<file path="src/rtl/sensor_init_pkg.sv">
// Shared constants for the sensor init sequencer: FSM state encoding and
// the width helper used to size counters and indices.
package sensor_init_pkg;

  localparam logic [2:0] S_PWR_WAIT = 3'd0;
  localparam logic [2:0] S_GO       = 3'd1;
  localparam logic [2:0] S_WAIT_RSP = 3'd2;
  localparam logic [2:0] S_GAP      = 3'd3;
  localparam logic [2:0] S_DONE     = 3'd4;

  // Bits needed to index v items (never less than 1).
  function automatic int clog2_min1(input int v);
    int r;
    r = 0;
    while ((1 << r) < v) r++;
    return (r < 1) ? 1 : r;
  endfunction

  function automatic int max3(input int a, input int b, input int c);
    int m;
    m = (a > b) ? a : b;
    return (m > c) ? m : c;
  endfunction

endpackage

</file>
<file path="src/rtl/sensor_init_seq_timer.sv">
// Shared saturating down-counter for power-on delay, response timeout and
// inter-pulse gap. The count stops at 0 instead of wrapping.
module init_timer #(
  parameter int W       = 8,
  parameter int RST_VAL = 0
) (
  input  logic         Clk,
  input  logic         Rst_n,
  input  logic [W-1:0] load_val,
  input  logic         load,
  output logic         expire
);

  logic [W-1:0] count;

  // Load on strobe, otherwise count down and hold at zero.
  always_ff @(posedge Clk or negedge Rst_n) begin
    if (!Rst_n)             count <= W'(RST_VAL);
    else if (load)          count <= load_val;
    else if (count != '0)   count <= count - 1'b1;
  end

  // High in the cycle whose closing edge takes the count to zero, so a
  // load of N gives exactly N cycles before the owner moves on.
  assign expire = (count <= W'(1));

endmodule

</file>
<file path="src/rtl/sensor_init_seq.sv">
// Power-on sequencer for a set of sensor init engines: waits out the power
// delay, then starts each engine in turn with retries, timeouts and gaps.
module sensor_init_seq
  import sensor_init_pkg::*;
#(
  parameter int N_CH      = 2,
  parameter int DLY_CYC   = 60000,
  parameter int TMO_CYC   = 1000000,
  parameter int GAP_CYC   = 1000,
  parameter int MAX_RETRY = 3
) (
  input  logic                        Clk,
  input  logic                        Rst_n,
  input  logic                        restart,
  input  logic [N_CH-1:0]             ch_done,
  input  logic [N_CH-1:0]             ch_err,
  output logic [N_CH-1:0]             ch_go,
  output logic                        busy,
  output logic                        init_done,
  output logic                        all_ok,
  output logic [N_CH-1:0]             fail_mask,
  output logic [clog2_min1(N_CH)-1:0] cur_ch
);

  localparam int CW = clog2_min1(N_CH);
  localparam int AW = clog2_min1(MAX_RETRY + 1);
  localparam int TW = clog2_min1(max3(DLY_CYC, TMO_CYC, GAP_CYC) + 1);

  logic [2:0]      state, state_n;
  logic [CW-1:0]   cur_n;
  logic [AW-1:0]   attempts, att_n;
  logic [N_CH-1:0] mask_n;
  logic            done_n;
  logic            tmr_load, tmr_exp;
  logic [TW-1:0]   tmr_val;
  logic            rsp_done, rsp_err, fail;

  assign rsp_done = ch_done[cur_ch];
  assign rsp_err  = ch_err[cur_ch];

  init_timer #(.W(TW), .RST_VAL(DLY_CYC)) u_timer (
    .Clk      (Clk),
    .Rst_n    (Rst_n),
    .load_val (tmr_val),
    .load     (tmr_load),
    .expire   (tmr_exp)
  );

  // Next-state, channel/attempt bookkeeping and timer reload decisions.
  always_comb begin
    state_n  = state;
    cur_n    = cur_ch;
    att_n    = attempts;
    mask_n   = fail_mask;
    done_n   = 1'b0;
    tmr_load = 1'b0;
    tmr_val  = TW'(GAP_CYC);
    fail     = 1'b0;
    case (state)
      S_PWR_WAIT: if (tmr_exp) state_n = S_GO;
      S_GO: begin
        tmr_load = 1'b1;
        tmr_val  = TW'(TMO_CYC);
        state_n  = S_WAIT_RSP;
      end
      S_WAIT_RSP: begin
        // Error beats done; silence until the timer runs out is a failure.
        fail = rsp_err || (!rsp_done && tmr_exp);
        if (fail && (attempts < AW'(MAX_RETRY))) begin
          att_n    = attempts + 1'b1;
          tmr_load = 1'b1;
          state_n  = S_GAP;
        end else if (fail || rsp_done) begin
          if (fail) mask_n[cur_ch] = 1'b1;
          att_n = AW'(1);
          if (cur_ch == CW'(N_CH - 1)) begin
            state_n = S_DONE;
            done_n  = 1'b1;
          end else begin
            cur_n    = cur_ch + 1'b1;
            tmr_load = 1'b1;
            state_n  = S_GAP;
          end
        end
      end
      S_GAP: if (tmr_exp) state_n = S_GO;
      S_DONE: begin
        // Re-run skips the power delay and starts with a normal gap.
        if (restart) begin
          mask_n   = '0;
          cur_n    = '0;
          att_n    = AW'(1);
          tmr_load = 1'b1;
          state_n  = S_GAP;
        end
      end
      default: state_n = S_PWR_WAIT;
    endcase
  end

  // Sequencer state registers.
  always_ff @(posedge Clk or negedge Rst_n) begin
    if (!Rst_n) begin
      state     <= S_PWR_WAIT;
      cur_ch    <= '0;
      attempts  <= AW'(1);
      fail_mask <= '0;
      init_done <= 1'b0;
    end else begin
      state     <= state_n;
      cur_ch    <= cur_n;
      attempts  <= att_n;
      fail_mask <= mask_n;
      init_done <= done_n;
    end
  end

  // Start pulse decoded from registered state, so reset cannot glitch it.
  always_comb begin
    ch_go = '0;
    if (state == S_GO) ch_go[cur_ch] = 1'b1;
  end

  assign busy   = (state != S_DONE);
  assign all_ok = (state == S_DONE) && (fail_mask == '0);

endmodule

</file>
<file path="config.mk">
export PLATFORM = sky130hd
export DESIGN_NAME = sensor_init_seq
export DESIGN_NICKNAME = d
export VERILOG_FILES = /design/src/rtl/sensor_init_pkg.sv /design/src/rtl/sensor_init_seq_timer.sv /design/src/rtl/sensor_init_seq.sv
export SDC_FILE = /design/constraint.sdc
export NUM_CORES = 1
export LEC_CHECK = 0
export BUFFER_PORTS_ARGS = -buffer_cell sky130_fd_sc_hd__clkbuf_2
export CAP_MARGIN = 20
export CORE_ASPECT_RATIO = 0.9
export CORE_MARGIN = 3
export CORE_UTILIZATION = 59
export CTS_CLUSTER_SIZE = 40
export DETAILED_ROUTE_END_ITERATION = 7
export GPL_TIMING_DRIVEN = 0
export MAX_ROUTING_LAYER = met4
export PLACE_DENSITY = 0.82
export SLEW_MARGIN = 20
export SYNTH_ARGS = -nofsm -noshare
export SYNTH_HDL_FRONTEND = slang
export SYNTH_SLANG_ARGS = --single-unit
</file>
<file path="constraint.sdc">
create_clock -name Clk -period 2.9 [get_ports Clk]
set_input_delay 0.435 -clock Clk [delete_from_list [all_inputs] [get_ports Clk]]
set_output_delay 0.435 -clock Clk [all_outputs]
set_load 0.02 [all_outputs]
</file>
# After elaboration in Yosys (flattened, before gate mapping)
# Cells that the tools add are included.
# totals
register_bits,29
in_bits,7
out_inout_bits,8
elab_cells,81
# op_classes
n_addsub,3
order_cmp,4
n_eq_ne,11
mux,39
bitwise,1
reduce_logical,17
# op_table
operator,n
2-to-1 mux 20 bit,3
"less-or-equal comparator 20 x 1 -> 1 bit, second input constant",1
nonzero test 20 bit,1
"subtractor 20 x 1 -> 20 bit, second input constant",1
2-to-1 mux 1 bit,17
2-to-1 mux 2 bit,8
2-to-1 mux 3 bit,5
one-hot mux 3 bit (4 select lines),1
"!= test 2 bit, second input constant",4
one-hot mux 2 bit (2 select lines),2
"equality test 3 x 2 -> 1 bit, second input constant",2
"!= test 3 bit, second input constant",2
AND reduction 3 bit,2
AND reduction 5 bit,1
logical AND 1 bit,4
AND reduction 4 bit,1
nonzero test 2 bit,2
"equality test 3 x 1 -> 1 bit, second input constant",1
"equality test 3 bit, second input constant",1
logical NOT 3 bit,1
one-hot mux 1 bit (3 select lines),1
"adder 2 x 1 -> 2 bit, second input constant",1
logical NOT 2 bit,1
logical OR 1 bit,2
10 further kinds,10

# Longest topological paths before layout
# Gate-level depths: netlist of the first run.
# depth
word_depth,10
ltp_mapped,8
depth_no_buf,8

# By module
# From an unflattened synthesis of the first run, not the netlist that was laid out.
# hier_totals
hier_cells,202
hier_area_um2,1796.7
# modules_own_cells
mod,n_inst,cells_per_inst,area_each_um2,seq_area_each_um2
init_timer,1,138,1217.4,509.2
sensor_init_seq,1,64,579.3,226.5

# Least setup slack after synthesis of the first run
# Ideal clock, no wire load.
# synth_timing
path_kind,register to register
from,register u_timer.count[0]
to,register u_timer.count[1]
setup_ns,0.094
t_arrival_ns,1.964
required_time_ns,2.806
setup_slack_ns,0.842
path_stages_with_launch,9
path_buffers,0
period_less_slack_ns,2.058
path_cell_list,dfrtp_1 inv_1 ha_1 nor2_1 nand4b_1 o32ai_4 nor4_4 nand2_4 a211oi_1
# synth_between
elab_chain_cells,8
word_cells_on_any_way,13
cone_classes,add/sub (1); order compare (1); mux (5); reduce/logical (6)
# synth_lines
element,line,source
from (decl),sensor_init_seq_timer.sv:14,logic [W-1:0] count;
from (signal assigned),sensor_init_seq_timer.sv:18,if (!Rst_n) count <= W'(RST_VAL);
from (signal assigned),sensor_init_seq_timer.sv:19,else if (load) count <= load_val;
from (signal assigned),sensor_init_seq_timer.sv:20,else if (count != '0) count <= count - 1'b1;
less-or-equal comparator 20 x 1 -> 1 bit,sensor_init_seq_timer.sv:25,assign expire = (count <= W'(1));
logical AND 1 bit,sensor_init_seq.sv:68,fail = rsp_err || (!rsp_done && tmr_exp);
logical OR 1 bit,sensor_init_seq.sv:68,
logical OR 1 bit,sensor_init_seq.sv:73,end else if (fail || rsp_done) begin
2-to-1 mux 1 bit,sensor_init_seq.sv:73,
2-to-1 mux 1 bit,sensor_init_seq.sv:69,if (fail && (attempts < AW'(MAX_RETRY))) begin
one-hot mux 1 bit (3 select lines),sensor_init_seq.sv:59,case (state)
2-to-1 mux 20 bit or nonzero test 2 bit (tied branches),--,
# Parallel ways exist; a longest one is shown, timed or not. The select of a mux whose other input is x is not followed.
# A chain may end at the register's enable or synchronous reset.

# Worst setup path in the final report of the first run
# Same ends and word-level chain as after synthesis.

==> summary.md, run 1 <==
| Metric | Value |
|---|---|
| First-pass GRT wire length | `6.13 mm` |
| Deepest clock path buffer count | `2` |
| Maxcap violations | `0` |
| Layout area overhead | `11.8%` |
| Count of boundary I/O pins | `15` |
| Gr busiest metal | `met2` |
| GRT met3 Usage | `5.31%` |
| Postcts setup bufs | `0` |
| Cts hold-fix bufs | `0` |
| Final #Nets | `206` |
| Port bufs | `14` |
| Hold Vio Cnt, Final | `0` |
| TritonCTS clock tree | `built` |
| Most frequent cells in the layout | `nor2_1, dfrtp_1, clkbuf_2` |
| Clk root buf | `clkbuf_4` |
| Syn Inst Count | `175` |
| CP Launch Point | `u_timer.count[0]$_DFFE_PN0P_` |
| Max Clock Freq | `405 MHz` |
| Setup TNS | `0 ns` |
| Antenna Cells | `0` |
| Worst-Skew Late Latency | `0.34 ns` |
| Pre-antenna DRT Iters | `4` |
| Tcrit/Tclk final | `85.1%` |
| Met1 GRT Util | `28.4%` |
| Detailed router's first-iteration violation count | `66` |
| Post-cts resize count | `0` |
| DR WL/cell | `14.7 um` |
| Clock sink total | `29` |
| Status | `complete, no violations` |
| Crit path DAT | `2.72 ns` |
| Final Cell Area | `1950 um2` |
| Vias | `1383` |
| Worst Hold Class | `in -> async` |
| CTS Buf Count | `5` |
| Max FO, Critical Path | `9` |
| Post-Syn Nets | `185` |
| Mean area per synthesized cell | `9.95 um2` |
| Setup crit end kind | `register` |
| Worst Max-Slew Pin Slew | `0.715 ns` |
| #FFs+latches synth | `29` |
| Number of synthesized flops with an enable pin | `0` |
| Final Skew | `0.0122 ns` |
| # setup viols final | `0` |
| Core Area | `2790 um2` |
| Critical path class | `reg -> reg` |
| Share of cells above drive strength 1 | `25.9%` |
| Die Y-Extent | `57.5 um` |
| Cells on worst reg2reg path | `8` |
| Required time of the critical path | `3.15 ns` |
| Synth top area cells | `dfrtp_1, dfstp_2, nor2_1` |
| Ys Warns | `0` |
| Register-to-register setup slack | `0.43 ns` |
| Total track usage | `22.7%` |
| DRC | `0` |
| Initial antenna violation count | `0` |
| Cell Pwr Density | `1030 nW/um2` |
| Worst hold slack | `0.126 ns` |
| Largest net degree at the start of global routing | `30` |
| Global route overflow | `0` |
| Top cell type by total area after synthesis | `dfrtp_1` |
| Post-route ant nets | `0` |
| Netlist cell types | `49` |
| Final core occ | `69.7%` |
| Total power | `2.01 mW` |
| Leak pwr | `0.790 nW` |
| Routed WL | `3.50 mm` |
| Critical Path Start Type | `register` |
| # H-tree levels | `2` |
| Gpl congestion | `0.880` |
| Worst r2r src | `u_timer.count[0]$_DFFE_PN0P_` |
| DP Wirelength | `2.63 mm` |
| Die ar. | `3640 um2` |
| Vias in the first global route | `1348` |
| Num rows | `18` |
| Top cell type's share of synthesized area | `30.2%` |
| Final slew viol count | `0` |
| Slew headroom | `52.3%` |
| Vias per cell | `5.84` |
| Initial core utilization | `62.4%` |
| Post-synthesis sequential area ratio | `42.2%` |
| Unrepaired setup endpoints after global routing | `no` |
| Placed Area | `1860 um2` |
| Async S/R FF share, synth | `100%` |
| Min Clock Period, post-route | `2.47 ns` |
| Top FF cell, synth | `dfrtp_1` |
| Reg clk slew, reported paths | `0.09 ns` |
| Reg2Reg Capture Point | `u_timer.count[1]$_DFFE_PN0P_` |
| Peak supply drop | `0.000674 V` |
| GRT met2 Usage | `34.6%` |
| Most common cell after layout, fill and taps aside | `nor2_1` |
| Cell area after synthesis | `1740 um2` |
| Die Width | `63.3 um` |
-- where the power goes --
| group | total, mW | leakage (nW) | internal (mW) | switching (mW) |
|---|---|---|---|---|
| Clock | 0.349 | 0.0455 | 0.206 | 0.143 |
| Combinational | 0.917 | 0.402 | 0.382 | 0.536 |
| Sequential | 0.744 | 0.343 | 0.580 | 0.165 |
-- area by class of cell --
type / count / area [um2]
multi-input cells: 136 / 952
fillers: 240 / 846
flip-flops and latches: 29 / 736
repair buffers: 14 / 70.1
clock buffers: 7 / 55.1
well taps: 40 / 50.0
plain buffers: 5 / 35.0
clock inverters: 1 / 30.0
inverters: 5 / 18.8
-- critical path, cell delays in order, from the launching register on --
cell and delay (ns):
dfrtp_1 0.41, inv_1 0.06, ha_1 0.30, nor2_1 0.21
nand4b_1 0.20, o32ai_4 0.14, nor4_4 0.61, nand2_4 0.18
a211oi_1 0.26
-- Yosys cell counts, types with 2 or more instances --
master and number:
nor2_1 28, xor2_1 9, o31ai_1 3, dfrtp_1 21, nor4_1 3, a211oi_1 3, a31oi_1 3, xnor2_1 9
a21oi_1 7, nand3_1 11, nand2_1 11, nand4b_1 2, buf_6 2, ha_1 3, a22oi_1 2, inv_1 5
or4_4 2, nor4_4 2, o21ai_0 5, nor3b_1 3, o22ai_1 2, dfstp_2 8, nor3_1 5
-- sequential cells by signal, summed over array words and instances (netlist names) --
register and flops:
cur_ch 1, attempts 2, state 3, u_timer.count 20
init_done 1, fail_mask 2
-- metal layers --
layer	routed length (um)	vias to the layer above
met5	0	-
met4	80	0
met3	136	8
met2	1700	25
met1	1580	680
li1	-	670
-- cell families (layout without fill, tap and decap cells) --
family,after synthesis,count (layout),synth area share (%)
AND/OR/NAND/NOR,82,82,28.8
XOR/XNOR,19,19,9.99
buffers and inverters,10,32,3.09
multiplexers,3,3,2.01
flip-flops,29,29,42.2
AO/OA/AOI/OAI,29,29,11.7
adder cells (fa/ha/maj),3,3,2.16
-- how the worst max path moves through the flow --
| stage | endpoint | cells after the start |
|---|---|---|
| 6_report | u_timer.count[1]$_DFFE_PN0P_ | 8 |
| 4_1_cts | u_timer.count[1]$_DFFE_PN0P_ | 8 |
| 5_1_grt | u_timer.count[1]$_DFFE_PN0P_ | 8 |
| 3_3_place_gp | u_timer.count[1]$_DFFE_PN0P_ | 8 |
| 2_1_floorplan | u_timer.count[1]$_DFFE_PN0P_ | 8 |
| 3_5_place_dp | u_timer.count[1]$_DFFE_PN0P_ | 8 |
-- per-stage QoR --
stage	cells	setup WS, ns
2_1_floorplan	175	0.842
3_3_place_gp	229	0.503
3_5_place_dp	229	0.459
4_1_cts	237	0.439
5_1_grt	237	0.267
6_report	237	0.432
Note: power is estimated with default switching activity, not from simulation.
==> run 2, diff against run 1 <==
Settings changed: CORE_MARGIN 3 to 4, CTS_CLUSTER_SIZE 40 to not set.
==> summary.md, run 2 (synthesis results as in run 1) <==
| Metric | Value |
|---|---|
| Status | `complete, no violations` |
| Biggest register | `u_timer.count` |
| Worst-Skew Late Latency | `0.33 ns (about the same)` |
| Min Clock Period, post-route | `2.48 ns (+0.0129 ns)` |
| Num rows | `18 (unchanged)` |
| Final slew viol count | `0 (unchanged)` |
| Max Clock Freq | `403 MHz (-0.52%)` |
| Cts hold-fix bufs | `0 (unchanged)` |
| Initial core utilization | `62.4% (unchanged)` |
| Setup TNS | `0 ns (unchanged)` |
| Count of boundary I/O pins | `15 (unchanged)` |
| Cell family with most CP delay | `simple AND/OR/NAND/NOR gates` |
| Antenna Cells | `0 (unchanged)` |
| Tcrit/Tclk final | `85.5% (+0.45 points)` |
| CP peak stage delay | `0.59 ns (-0.02 ns)` |
| Final Skew | `0.00736 ns (-0.00488 ns)` |
| Setup crit end kind | `register` |
| Gpl congestion | `0.886 (+0.74%)` |
| Vias in the first global route | `1263 (-6.3%)` |
| Met1 Wirelength | `1.57 mm (-0.70%)` |
| CP max-delay cell | `nor4_4` |
| Core Area | `2790 um2 (unchanged)` |
| Worst Max-Slew Pin Slew | `0.719 ns (+0.00314 ns)` |
| CTS Buf Count | `5 (unchanged)` |
| Die ar. | `3890 um2 (+6.7%)` |
| Initial antenna violation count | `0 (unchanged)` |
| DRC | `0 (unchanged)` |
| Layout area overhead | `11.8% (unchanged)` |
| Share of cells above drive strength 1 | `25.9% (unchanged)` |
| Met3 WL | `186 um (+37%)` |
| Crit-path cells | `inv_1 > ha_1 > nor2_1 > nand4b_1 > o32ai_4 > nor4_4 > nand2_4 > a211oi_1` |
| Largest register FFs | `20 (unchanged)` |
| Post-cts resize count | `0 (unchanged)` |
| Slew headroom | `52.1% (-0.21 points)` |
| Port bufs | `14 (unchanged)` |
| Reg clk slew, reported paths | `0.09 ns (about the same)` |
| Cell Pwr Density | `1030 nW/um2 (about the same)` |
| Post-route ant nets | `0 (unchanged)` |
| Vias per cell | `5.72 (-2.0%)` |
| Maxcap violations | `0 (unchanged)` |
| Postcts setup bufs | `0 (unchanged)` |
| Sequential cell area | `736 um2 (unchanged)` |
| # setup viols final | `0 (unchanged)` |
| Detailed router's first-iteration violation count | `88 (+33%)` |
| Biggest regs | `u_timer.count (20), state (3)` |
| Largest net degree at the start of global routing | `30 (unchanged)` |
| # H-tree levels | `2 (unchanged)` |
| Required time of the critical path | `3.14 ns (about the same)` |
| Max Used Layer | `met4` |
| Max FO, Critical Path | `9 (unchanged)` |
| Placed Area | `1860 um2 (unchanged)` |
| Routed length on met2 | `1.63 mm (-4.1%)` |
| Routed WL | `3.43 mm (-2.0%)` |
| Final Cell Area | `1950 um2 (unchanged)` |
| Most common cell after layout, fill and taps aside | `nor2_1` |
| TritonCTS clock tree | `built` |
| Die Y-Extent | `59.5 um (+3.5%)` |
| Most frequent cells in the layout | `nor2_1, dfrtp_1, clkbuf_2` |
| Total track usage | `21.1% (-1.6 points)` |
| Final #Nets | `206 (unchanged)` |
| Area occupied by multi-input gates | `952 um2 (unchanged)` |
| Pre-antenna DRT Iters | `4 (unchanged)` |
| Leak pwr | `0.790 nW (unchanged)` |
| Peak supply drop | `0.000691 V (+2.5%)` |
| Fill count | `233 (-2.9%)` |
| DP Wirelength | `2.59 mm (-1.4%)` |
| Worst Hold Class | `in -> async` |
| Clock sink total | `29 (unchanged)` |
| Unrepaired setup endpoints after global routing | `no` |
| Die Width | `65.3 um (+3.2%)` |
| Hold Vio Cnt, Final | `0 (unchanged)` |
| Critical Path Start Type | `register` |
| Global route overflow | `0 (unchanged)` |
| Clk root buf | `clkbuf_4` |
| Deepest clock path buffer count | `2 (unchanged)` |
| Critical path buffer and inverter count | `1 (unchanged)` |
| First-pass GRT wire length | `5.87 mm (-4.2%)` |
| DR WL/cell | `14.5 um (-2.0%)` |
| Crit path DAT | `2.73 ns (about the same)` |
| Vias | `1355 (-2.0%)` |
| Total power | `2.01 mW (about the same)` |
| Critical path class | `reg -> reg` |
-- run 2: cell counts in the layout (fill, tap and decap cells not counted) --
Identical to the previous run, type by type.
-- run 2: worst register-to-register path, stage by stage (launching register included) --
cell      delay [ns]
dfrtp_1         0.43
inv_1           0.06
ha_1            0.31
nor2_1          0.24
nand4b_1        0.21
o32ai_4         0.14
nor4_4          0.59
nand2_4         0.18
a211oi_1        0.24
-- run 2: per-stage QoR --
step	hold WS (ns)	util (%)	setup slack, ns	std cells
final	0.144	69.7	0.419	237
after global routing	0.168	69.7	0.222	237
after CTS	0.151	69.7	0.419	237
after detailed placement	0.517	66.7	0.438	229
after global placement	0.503	66.7	0.503	229
after floorplan	0.139	-	0.842	175
-- run 2: per-layer routing --
metal	vias to the layer above	track usage [%]
met5	-	-
met4	0	9.47
met3	6	5.50
met2	29	30.3
met1	650	28.1
li1	670	-
-- run 2: layout make-up --
| type | count | area share [%] |
|---|---|---|
| multi-input cells | 136 | 48.9 |
| flip-flops and latches | 29 | 37.8 |
| repair buffers | 14 | 3.60 |
| clock buffers | 7 | 2.83 |
| well taps | 40 | 2.57 |
| plain buffers | 5 | 1.80 |
| clock inverters | 1 | 1.54 |
| inverters | 5 | 0.964 |
-- run 2: path summary, 6_finish.rpt --
kind | start | slack (ns) | cells after the start | endpoint
worst min-delay path | Rst_n | 0.14 | 1 | u_timer.count[0]$_DFFE_PN0P_
min in group Clk | restart | 0.34 | 2 | state[2]$_DFFE_PN0P_
worst min register to register | attempts[1]$_DFFE_PN0P_ | 0.54 | 1 | attempts[1]$_DFFE_PN0P_
max in group asynchronous | Rst_n | 2.30 | 1 | u_timer.count[10]$_DFFE_PN0P_
worst max register to register | u_timer.count[0]$_DFFE_PN0P_ | 0.42 | 8 | u_timer.count[1]$_DFFE_PN0P_
worst max-delay path | u_timer.count[0]$_DFFE_PN0P_ | 0.42 | 8 | u_timer.count[1]$_DFFE_PN0P_
-- run 2: power by group --
| part | switching [mW] | internal [mW] |
|---|---|---|
| Sequential | 0.168 | 0.579 |
| Clock | 0.137 | 0.206 |
| Combinational | 0.538 | 0.382 |
| Total | 0.842 | 1.17 |
